===== config.mk =====
export PLATFORM = sky130hd
export DESIGN_NAME = riscv_fetch_unit
export DESIGN_NICKNAME = d
export VERILOG_FILES = /design/src/rtl/riscv_fetch_pkg.sv /design/src/rtl/fetch_fifo.sv /design/src/rtl/riscv_fetch_unit.sv
export SDC_FILE = /design/constraint.sdc
export NUM_CORES = 1
export LEC_CHECK = 0
export BUFFER_PORTS_ARGS = -buffer_cell sky130_fd_sc_hd__clkbuf_2
export CORE_MARGIN = 3
export CORE_UTILIZATION = 40
export DETAILED_ROUTE_END_ITERATION = 8
export GPL_TIMING_DRIVEN = 0
export HOLD_SLACK_MARGIN = 0.12
export PLACE_DENSITY_LB_ADDON = 0.05
export SKIP_CTS_REPAIR_TIMING = 1
export SLEW_MARGIN = 10
export SYNTH_ARGS = -nofsm -noshare
export SYNTH_HDL_FRONTEND = slang
export SYNTH_HIERARCHICAL = 1
export SYNTH_SLANG_ARGS = --single-unit

===== constraint.sdc =====
create_clock -name clk -period 9.5 [get_ports clk]
set_input_delay 1.9 -clock clk [delete_from_list [all_inputs] [get_ports clk]]
set_output_delay 1.9 -clock clk [all_outputs]
set_load 0.05 [all_outputs]

===== src/rtl/riscv_fetch_pkg.sv =====
// Shared constants and helpers for the instruction-fetch front end.
// No ports; imported by fetch_fifo and riscv_fetch_unit.
package riscv_fetch_pkg;

    localparam int          INST_BYTES         = 4;
    localparam logic [31:0] RV_NOP             = 32'h0000_0013;
    localparam int          DEFAULT_FIFO_DEPTH = 4;
    localparam int          FIFO_PTR_W         = $clog2(DEFAULT_FIFO_DEPTH);

    // Clears the byte-offset bits so every PC is word aligned.
    function automatic logic [31:0] align_pc(input logic [31:0] addr);
        return {addr[31:2], 2'b00};
    endfunction

endpackage


===== src/rtl/fetch_fifo.sv =====
// Synchronous instruction buffer with flush.
// Ports:
//   clk, rst          clock, asynchronous active-high reset
//   flush             drop all entries and reset pointers (wins over push/pop)
//   push, wdata       write one entry
//   pop               advance the head (ignored when empty)
//   rdata             head entry; when empty, holds the last popped entry
//   count, full, empty occupancy status
// DEPTH must be a power of two so the pointers wrap naturally.
module fetch_fifo
    import riscv_fetch_pkg::*;
#(
    parameter int WIDTH = 40,
    parameter int DEPTH = DEFAULT_FIFO_DEPTH,
    localparam int PTR_W = $clog2(DEPTH),
    localparam int CNT_W = PTR_W + 1
) (
    input  logic             clk,
    input  logic             rst,
    input  logic             flush,
    input  logic             push,
    input  logic [WIDTH-1:0] wdata,
    input  logic             pop,
    output logic [WIDTH-1:0] rdata,
    output logic [CNT_W-1:0] count,
    output logic             full,
    output logic             empty
);

    logic [WIDTH-1:0] mem [DEPTH];
    logic [PTR_W-1:0] wr_ptr;
    logic [PTR_W-1:0] rd_ptr;
    logic [CNT_W-1:0] cnt;
    logic [WIDTH-1:0] last_q;
    logic             do_push;
    logic             do_pop;

    assign empty   = (cnt == '0);
    assign full    = (cnt == CNT_W'(DEPTH));
    assign count   = cnt;
    assign do_pop  = pop && !empty;
    // A push into a full buffer is accepted only if the head leaves in the same cycle.
    assign do_push = push && (!full || do_pop);
    assign rdata   = empty ? last_q : mem[rd_ptr];

    always_ff @(posedge clk) begin
        if (do_push && !flush) begin
            mem[wr_ptr] <= wdata;
        end
    end

    always_ff @(posedge clk or posedge rst) begin
        if (rst) begin
            wr_ptr <= '0;
            rd_ptr <= '0;
            cnt    <= '0;
            last_q <= '0;
        end else if (flush) begin
            wr_ptr <= '0;
            rd_ptr <= '0;
            cnt    <= '0;
        end else begin
            if (do_push) begin
                wr_ptr <= wr_ptr + 1'b1;
            end
            if (do_pop) begin
                rd_ptr <= rd_ptr + 1'b1;
                last_q <= mem[rd_ptr];
            end
            case ({do_push, do_pop})
                2'b10:   cnt <= cnt + 1'b1;
                2'b01:   cnt <= cnt - 1'b1;
                default: cnt <= cnt;
            endcase
        end
    end

endmodule


===== src/rtl/riscv_fetch_unit.sv =====
// Instruction-fetch front end: owns the PC, issues requests to a 1-cycle
// synchronous instruction memory and buffers {word, pc} pairs for decode.
// Ports:
//   clk, rst                   clock, asynchronous active-high reset
//   imem_en, imem_addr         fetch request / byte address (= pc)
//   imem_rdata                 read data, valid the cycle after imem_en
//   redirect_valid/_target     taken branch or jump; flushes and reloads pc
//   inst_valid/_ready          decode handshake: a transfer happens on a cycle
//                              where both are high; inst_valid never depends
//                              on inst_ready
//   inst_data, inst_pc         head instruction and its PC
//   perf_fetches/perf_flushes  saturating counters (only with FETCH_PERF_EN)
// Optional feature macro: FETCH_PERF_EN.
// ADDR_WIDTH is limited to 32 by align_pc.
module riscv_fetch_unit
    import riscv_fetch_pkg::*;
#(
    parameter int DATA_WIDTH = 32,
    parameter int ADDR_WIDTH = 8,
    parameter int FIFO_DEPTH = 4,
    parameter int RESET_PC   = 0
) (
    input  logic                  clk,
    input  logic                  rst,
    output logic                  imem_en,
    output logic [ADDR_WIDTH-1:0] imem_addr,
    input  logic [DATA_WIDTH-1:0] imem_rdata,
    input  logic                  redirect_valid,
    input  logic [ADDR_WIDTH-1:0] redirect_target,
    output logic                  inst_valid,
    input  logic                  inst_ready,
    output logic [DATA_WIDTH-1:0] inst_data,
    output logic [ADDR_WIDTH-1:0] inst_pc
`ifdef FETCH_PERF_EN
    ,
    output logic [15:0]           perf_fetches,
    output logic [15:0]           perf_flushes
`endif
);

    localparam int PTR_W = $clog2(FIFO_DEPTH);
    localparam int CNT_W = PTR_W + 1;
    localparam int FW    = DATA_WIDTH + ADDR_WIDTH;

    logic [ADDR_WIDTH-1:0] pc;
    logic [ADDR_WIDTH-1:0] tag;
    logic                  inflight;
    logic                  kill;
    logic [CNT_W-1:0]      count;
    logic                  full;
    logic                  empty;
    logic [CNT_W:0]        credits;
    logic                  issue;
    logic                  push;
    logic                  pop;
    logic [FW-1:0]         head;

    // The outstanding response already owns a slot, so it is counted as used.
    assign credits = {1'b0, count} + {{CNT_W{1'b0}}, inflight};
    assign issue   = !rst && !redirect_valid && !full
                     && (credits < (CNT_W + 1)'(FIFO_DEPTH));
    // A redirect in the response cycle drops the returning word as well.
    assign push    = inflight && !kill && !redirect_valid;
    assign pop     = !empty && inst_ready && !redirect_valid;

    assign imem_en    = issue;
    assign imem_addr  = pc;
    assign inst_valid = !empty;
    assign inst_data  = head[FW-1:ADDR_WIDTH];
    assign inst_pc    = head[ADDR_WIDTH-1:0];

    always_ff @(posedge clk or posedge rst) begin
        if (rst) begin
            pc       <= ADDR_WIDTH'(RESET_PC);
            tag      <= '0;
            inflight <= 1'b0;
            kill     <= 1'b0;
        end else begin
            inflight <= issue;
            kill     <= redirect_valid;
            if (redirect_valid) begin
                pc <= ADDR_WIDTH'(align_pc(32'(redirect_target)));
            end else if (issue) begin
                pc  <= pc + ADDR_WIDTH'(INST_BYTES);
                tag <= pc;
            end
        end
    end

    fetch_fifo #(
        .WIDTH (FW),
        .DEPTH (FIFO_DEPTH)
    ) u_fifo (
        .clk   (clk),
        .rst   (rst),
        .flush (redirect_valid),
        .push  (push),
        .wdata ({imem_rdata, tag}),
        .pop   (pop),
        .rdata (head),
        .count (count),
        .full  (full),
        .empty (empty)
    );

`ifdef FETCH_PERF_EN
    always_ff @(posedge clk or posedge rst) begin
        if (rst) begin
            perf_fetches <= '0;
            perf_flushes <= '0;
        end else begin
            if (issue && perf_fetches != 16'hFFFF) begin
                perf_fetches <= perf_fetches + 16'd1;
            end
            if (redirect_valid && perf_flushes != 16'hFFFF) begin
                perf_flushes <= perf_flushes + 16'd1;
            end
        end
    end
`endif

endmodule


## Yosys cells after proc, flatten, opt, wreduce, memory -nomap -nowiden

Memories as Yosys holds them, arrays and structs flattened.
Index checks and enable logic that the tools add are counted.

- Memories: 1
- Bits in writable memories: 160
- Logic and storage cells: 54
- Register bits after elaboration: 65
- Input bits: 44
- Output and inout bits: 50

Memories:

| memory | words | bits a word | read ports | clocked after Yosys merged registers in | write ports | line | RTL |
|---|---|---|---|---|---|---|---|
| u_fifo.mem | 4 | 40 | 1 | 0 | 1 | fetch_fifo.sv:30 | `logic [WIDTH-1:0] mem [DEPTH];` |

- Eq/ne operators: 3
- Bitwise logic cells: 1
- Add/sub/neg operators: 6
- Multiplexer cells: 11
- Magnitude comparators: 1
- Reduce and logical (&&, ||, !) cells: 23

Operators by type and width:

| kind | count |
|---|---|
| 40-bit two-way mux | 1 |
| 8-bit two-way mux | 2 |
| 1-bit logical AND | 10 |
| 8-bit by 3-bit adder with 8-bit output, second input constant | 1 |
| 2-bit two-way mux | 4 |
| 3-bit case mux with 2 select lines | 1 |
| 2-bit nonzero test | 3 |
| 1-bit logical NOT | 5 |
| 2-bit by 1-bit adder with 2-bit output, second input constant | 2 |
| 3-bit by 1-bit adder with 4-bit output | 1 |
| 4-bit by 3-bit < comparator with 1-bit output, second input constant | 1 |
| 2-bit AND reduction | 2 |
| 3-bit by 1-bit adder with 3-bit output, second input constant | 1 |
| 3-bit == test, second input constant | 1 |
| 3-bit logical NOT | 1 |
| 3-bit two-way mux | 1 |
| 3-bit nonzero test | 1 |
| 3-bit by 1-bit subtractor with 3-bit output, second input constant | 1 |
| 2-bit by 1-bit == test with 1-bit output, second input constant | 1 |
| 2-bit == test, second input constant | 1 |
| 1-bit two-way mux | 2 |
| 1-bit logical OR | 1 |
| 1-bit inverter | 1 |

## Longest topological paths before layout

- Depth in word-level cells: 10
- Mapped depth: 10
- Depth with buffers taken out: 7

## By module

The synthesis kept the hierarchy.

By module, submodules not included:

| module | area each (um^2) | instances | cells an instance |
|---|---|---|---|
| fetch_fifo | 8325.5 | 1 | 408 |
| riscv_fetch_unit | 699.4 | 1 | 71 |

## Least setup slack after synthesis

OpenSTA, ideal clock, no wires.

- Path kind: input to output
- Start: input redirect_valid
- End: output imem_en
- Arrival time: 2.569 ns
- Setup slack: 5.031 ns
- Required time: 7.600 ns
- Stages on the path: 4
- Buffers on the path: 1
- Cells stage by stage: nor4_4 > nand2_2 > inv_2 > buf_6

- Cells in the longest elaborated chain, start to end: 4

RTL lines:

| what | line | RTL |
|---|---|---|
| from (decl) | riscv_fetch_unit.sv:28 | `input logic redirect_valid,` |
| 1-bit logical NOT | riscv_fetch_unit.sv:60 | `assign issue = !rst && !redirect_valid && !full` |
| 1-bit logical AND (2 in series) | riscv_fetch_unit.sv:60 |  |
| 1-bit logical AND | riscv_fetch_unit.sv:61 | `&& (credits < (CNT_W + 1)'(FIFO_DEPTH));` |
| to (decl) | riscv_fetch_unit.sv:25 | `output logic imem_en,` |

Every way passes these cells.

## Worst setup path in the final report

Ends and elaborated chain as after synthesis.

==> out/metrics.csv <==
stage,metric,value,unit
outcome,status,completed,
logic_synthesis,synth_seq_area_share,70.2,%
final_layout,nFillCells,1905,
placement,dp_hpwl,10700,um
sta,hold_viol_final,0,
final_layout,area_delta_synth_final,19.0,%
final_layout,fin_nets,654,
floorplan,core,22000,sq um
worst_setup_path,critPathMaxFanout,11,
placement,dp_cells,857,
final_layout,diodes,0,
clock_tree,clk_pin_slew,60,ps
final_layout,drive_gt1_share,45.4,%
worst_setup_path,reg2reg_slack,6000,ps
logic_synthesis,syn-instance-count,479,
worst_setup_path,cp-end-kind,output port,
power_and_ir_drop,internal-power,1.73,mW
power_and_ir_drop,comb_power_share,6.1,%
clock_tree,clkLatencyLatePin,510,ps
worst_setup_path,r2r_end,u_fifo/count[2]$_DFFE_PP0P_,
sta,period_minus_slack,4920,ps
power_and_ir_drop,p_seq_share,48.6,%
sta,slew_headroom,47.7,%
global_route,gr-usage-all-layers,14.9,%
sta,setup_tns,0,ps
final_layout,multi_input_area,2530,sq um
final_layout,post-route-util,48.8,%
global_route,grt_overflow,0,
clock_tree,cts_inserted_buffers,25,
power_and_ir_drop,p_leak,4.17,nW
sta,drv_slew,0,
routing,drt-vias-per-instance,5.13,
clock_tree,root_buffer,clkbuf_16,
placement,place_congestion,0.750,
sta,fin_crit_sh,51.8,%
logic_synthesis,synth_edf_count,160,
power_and_ir_drop,fin_total_pwr,2.20,mW
logic_synthesis,yosysWarningCount,6,
floorplan,rows,54,
clock_tree,cts_buffer_depth,3,
logic_synthesis,ys_types,52,
routing,drc_errors,0,
logic_synthesis,synth_flop_cell,edfxtp_1,
logic_synthesis,synth_area_leaders,"edfxtp_1, dfrtp_1, mux4_2",
worst_hold_path,hold_path_depth,1,
floorplan,start_util,41.0,%
routing,drtIter0Drc,147,
global_route,grt_max_degree,48,
clock_tree,tritoncts,built,
logic_synthesis,post-synth-top-area-fraction,53.2,%
floorplan,die_x,156,um
sta,worst_pin_slew,785,ps
clock_tree,cts_sinks,221,
power_and_ir_drop,netSwitchingPower,473,uW
global_route,grt_pass1_vias,5018,
logic_synthesis,yosysTopAreaCell,edfxtp_1,
global_route,antenna_found_initial,0,
sta,finalSetupViolCount,0,
routing,wire_per_inst,19.7,um
routing,drtPass1Iterations,4,
worst_hold_path,min_from,u_fifo/last_q[0]$_DFFE_PP0P_,
worst_setup_path,path_class,primary input to output port,
sta,max_freq,0.203,GHz
worst_hold_path,worstHoldEndpoint,u_fifo/last_q[0]$_DFFE_PP0P_,
power_and_ir_drop,switching_share,21.4,%
worst_setup_path,cp-start-kind,primary input,
final_layout,fin_cells,903,
power_and_ir_drop,power_frac_clock,45.3,%
worst_setup_path,cp.required,7600,ps
floorplan,die_y,156,um
sta,rsz0062_at_grt,no,
routing,finalWirelength,17800,um
worst_hold_path,hold_path.class,flip-flop to flip-flop,
floorplan,die-area,24400,sq um
logic_synthesis,synth-seq-cells,221,
power_and_ir_drop,peakVddDrop,0.121,mV
clock_tree,htree_levels,1,
placement,io_buffers,89,
routing,antenna_left,0,
global_route,grt_first_pass_wirelength,28100,um
floorplan,io_pins,94,
logic_synthesis,synthArstFlopShare,27.6,%
logic_synthesis,synth_area_per_cell,18.8,sq um
final_layout,seqCellArea,6330,sq um
power_and_ir_drop,pwr_density_cell,205,nW/um^2
job,max_cap_viol_count,0,
worst_setup_path,r2r_start,u_fifo/count[0]$_DFFE_PP0P_,
worst_setup_path,reg2reg_depth,10,
routing,via_count,4633,
worst_setup_path,crit_arrival,3020,ps
sta,clock-skew-final,12.5,ps
logic_synthesis,synth.cell_area,9020,sq um
==> registers in the layout, indices dropped and copies added (netlist names) <==
signal and flops:
imem_addr 6, inflight 1, kill 1, tag 6, u_fifo/count 3, u_fifo/last_q 40
u_fifo/mem 160, u_fifo/rd_ptr 2, u_fifo/wr_ptr 2
==> cell usage after synthesis (2+ instances only) <==
cell	number
mux2_2	78
buf_4	3
mux4_2	40
o21ai_1	2
a22oi_1	2
edfxtp_1	160
nor3_1	3
buf_1	3
xor2_1	2
a21o_1	3
ha_1	5
o211ai_1	2
mux2_1	2
nor2b_1	3
o21bai_1	2
buf_6	5
inv_1	7
clkbuf_1	5
dfrtp_1	61
or3b_2	3
nand2_1	20
a221o_1	3
nor2_1	7
nand2b_1	2
buf_2	13
and2_1	5
or3_1	2
o21ai_0	3
nand3_1	4
a21oi_1	5
nor3b_1	3
==> layer usage <==
layer | global-route usage, % | part of all wire (%)
met2 | 25.4 | 50
met3 | 2.41 | 4.4
met1 | 20.0 | 44
met5 | 0 | 0
met4 | 3.67 | 1.6
==> layout make-up <==
cell class,instances,area share [%]
flip-flops and latches,221,59.0
multi-input cells,230,23.6
clock buffers,30,6.19
repair buffers,89,4.15
well taps,280,3.26
clock inverters,16,1.93
plain buffers,29,1.62
inverters,8,0.303
==> cell families (layout without fill, tap and decap cells) <==
| group | count (synthesis) | in the layout | synth area share [%] |
|---|---|---|---|
| buf+inv | 37 | 172 | 2.26 |
| xor+xnor | 3 | 3 | 0.291 |
| other cells | 1 | 10 | 0.0416 |
| fa+ha+maj | 6 | 6 | 0.915 |
| flops | 221 | 221 | 70.2 |
| compound gates | 30 | 30 | 2.36 |
| simple gates | 61 | 61 | 4.02 |
| mux | 120 | 120 | 20.0 |
==> power by group through the flow <==
stage               Sequential (mW)  Combinational, mW  Clock, mW
floorplan                      1.10             0.0908          0
global placement               1.09              0.134          0
detailed placement             1.09              0.137          0
CTS                            1.07              0.137       1.04
global route                   1.07              0.145       1.07
finish                         1.07              0.134       1.00
==> through the flow <==
stage | hold slack, ps | cell area, sq um | worst slack [ps]
after floorplan | 452 | 9060 | 5030
after global routing | 511 | 10700 | 4480
after global placement | 462 | 9850 | 3740
after CTS | 485 | 10700 | 4570
after detailed placement | 474 | 9870 | 4570
final | 487 | 10700 | 4580
==> worst max-delay path, cell delays in order <==
cell	delay, ps
clkbuf_2	130
nor4_4	330
nand2_2	130
inv_2	90
buf_6	140
clkbuf_2	280
==> cell usage in the layout (no fill, tap or decap), types with 2 or more instances in the layout <==
| cell type | instances |
|---|---|
| nor2b_1 | 3 |
| inv_1 | 6 |
| mux4_2 | 40 |
| nor3_1 | 3 |
| clkbuf_2 | 89 |
| ha_1 | 5 |
| conb_1 | 10 |
| nor2_1 | 7 |
| or3_1 | 2 |
| mux2_1 | 2 |
| o21bai_1 | 2 |
| clkbuf_16 | 25 |
| nand2b_1 | 2 |
| clkbuf_1 | 8 |
| a21o_1 | 3 |
| clkbuf_8 | 2 |
| a221o_1 | 3 |
| buf_1 | 3 |
| or3b_2 | 3 |
| edfxtp_1 | 160 |
| bufinv_16 | 5 |
| o211ai_1 | 2 |
| o21ai_1 | 2 |
| clkinv_1 | 5 |
| buf_2 | 13 |
| buf_4 | 3 |
| buf_6 | 5 |
| clkinv_2 | 3 |
| nand3_1 | 4 |
| mux2_2 | 78 |
| and2_4 | 4 |
| a21oi_1 | 5 |
| a22oi_1 | 2 |
| xor2_1 | 2 |
| nand2_1 | 20 |
| nor3b_1 | 3 |
| dfrtp_1 | 61 |
| clkinvlp_4 | 2 |
| o21ai_0 | 3 |
==> worst max path at each step <==
| stage | startpoint | to | slack, ps | cells past startpoint |
|---|---|---|---|---|
| after floorplan | redirect_valid | imem_en | 5030 | 4 |
| after global placement | redirect_valid | u_fifo/mem[0][28]$_DFFE_PP_ | 3740 | 7 |
| after detailed placement | redirect_valid | imem_en | 4570 | 6 |
| after CTS | redirect_valid | imem_en | 4570 | 6 |
| after global routing | redirect_valid | imem_en | 4480 | 6 |
| final | redirect_valid | imem_en | 4580 | 6 |
Note: power is estimated with default switching activity, not from simulation.
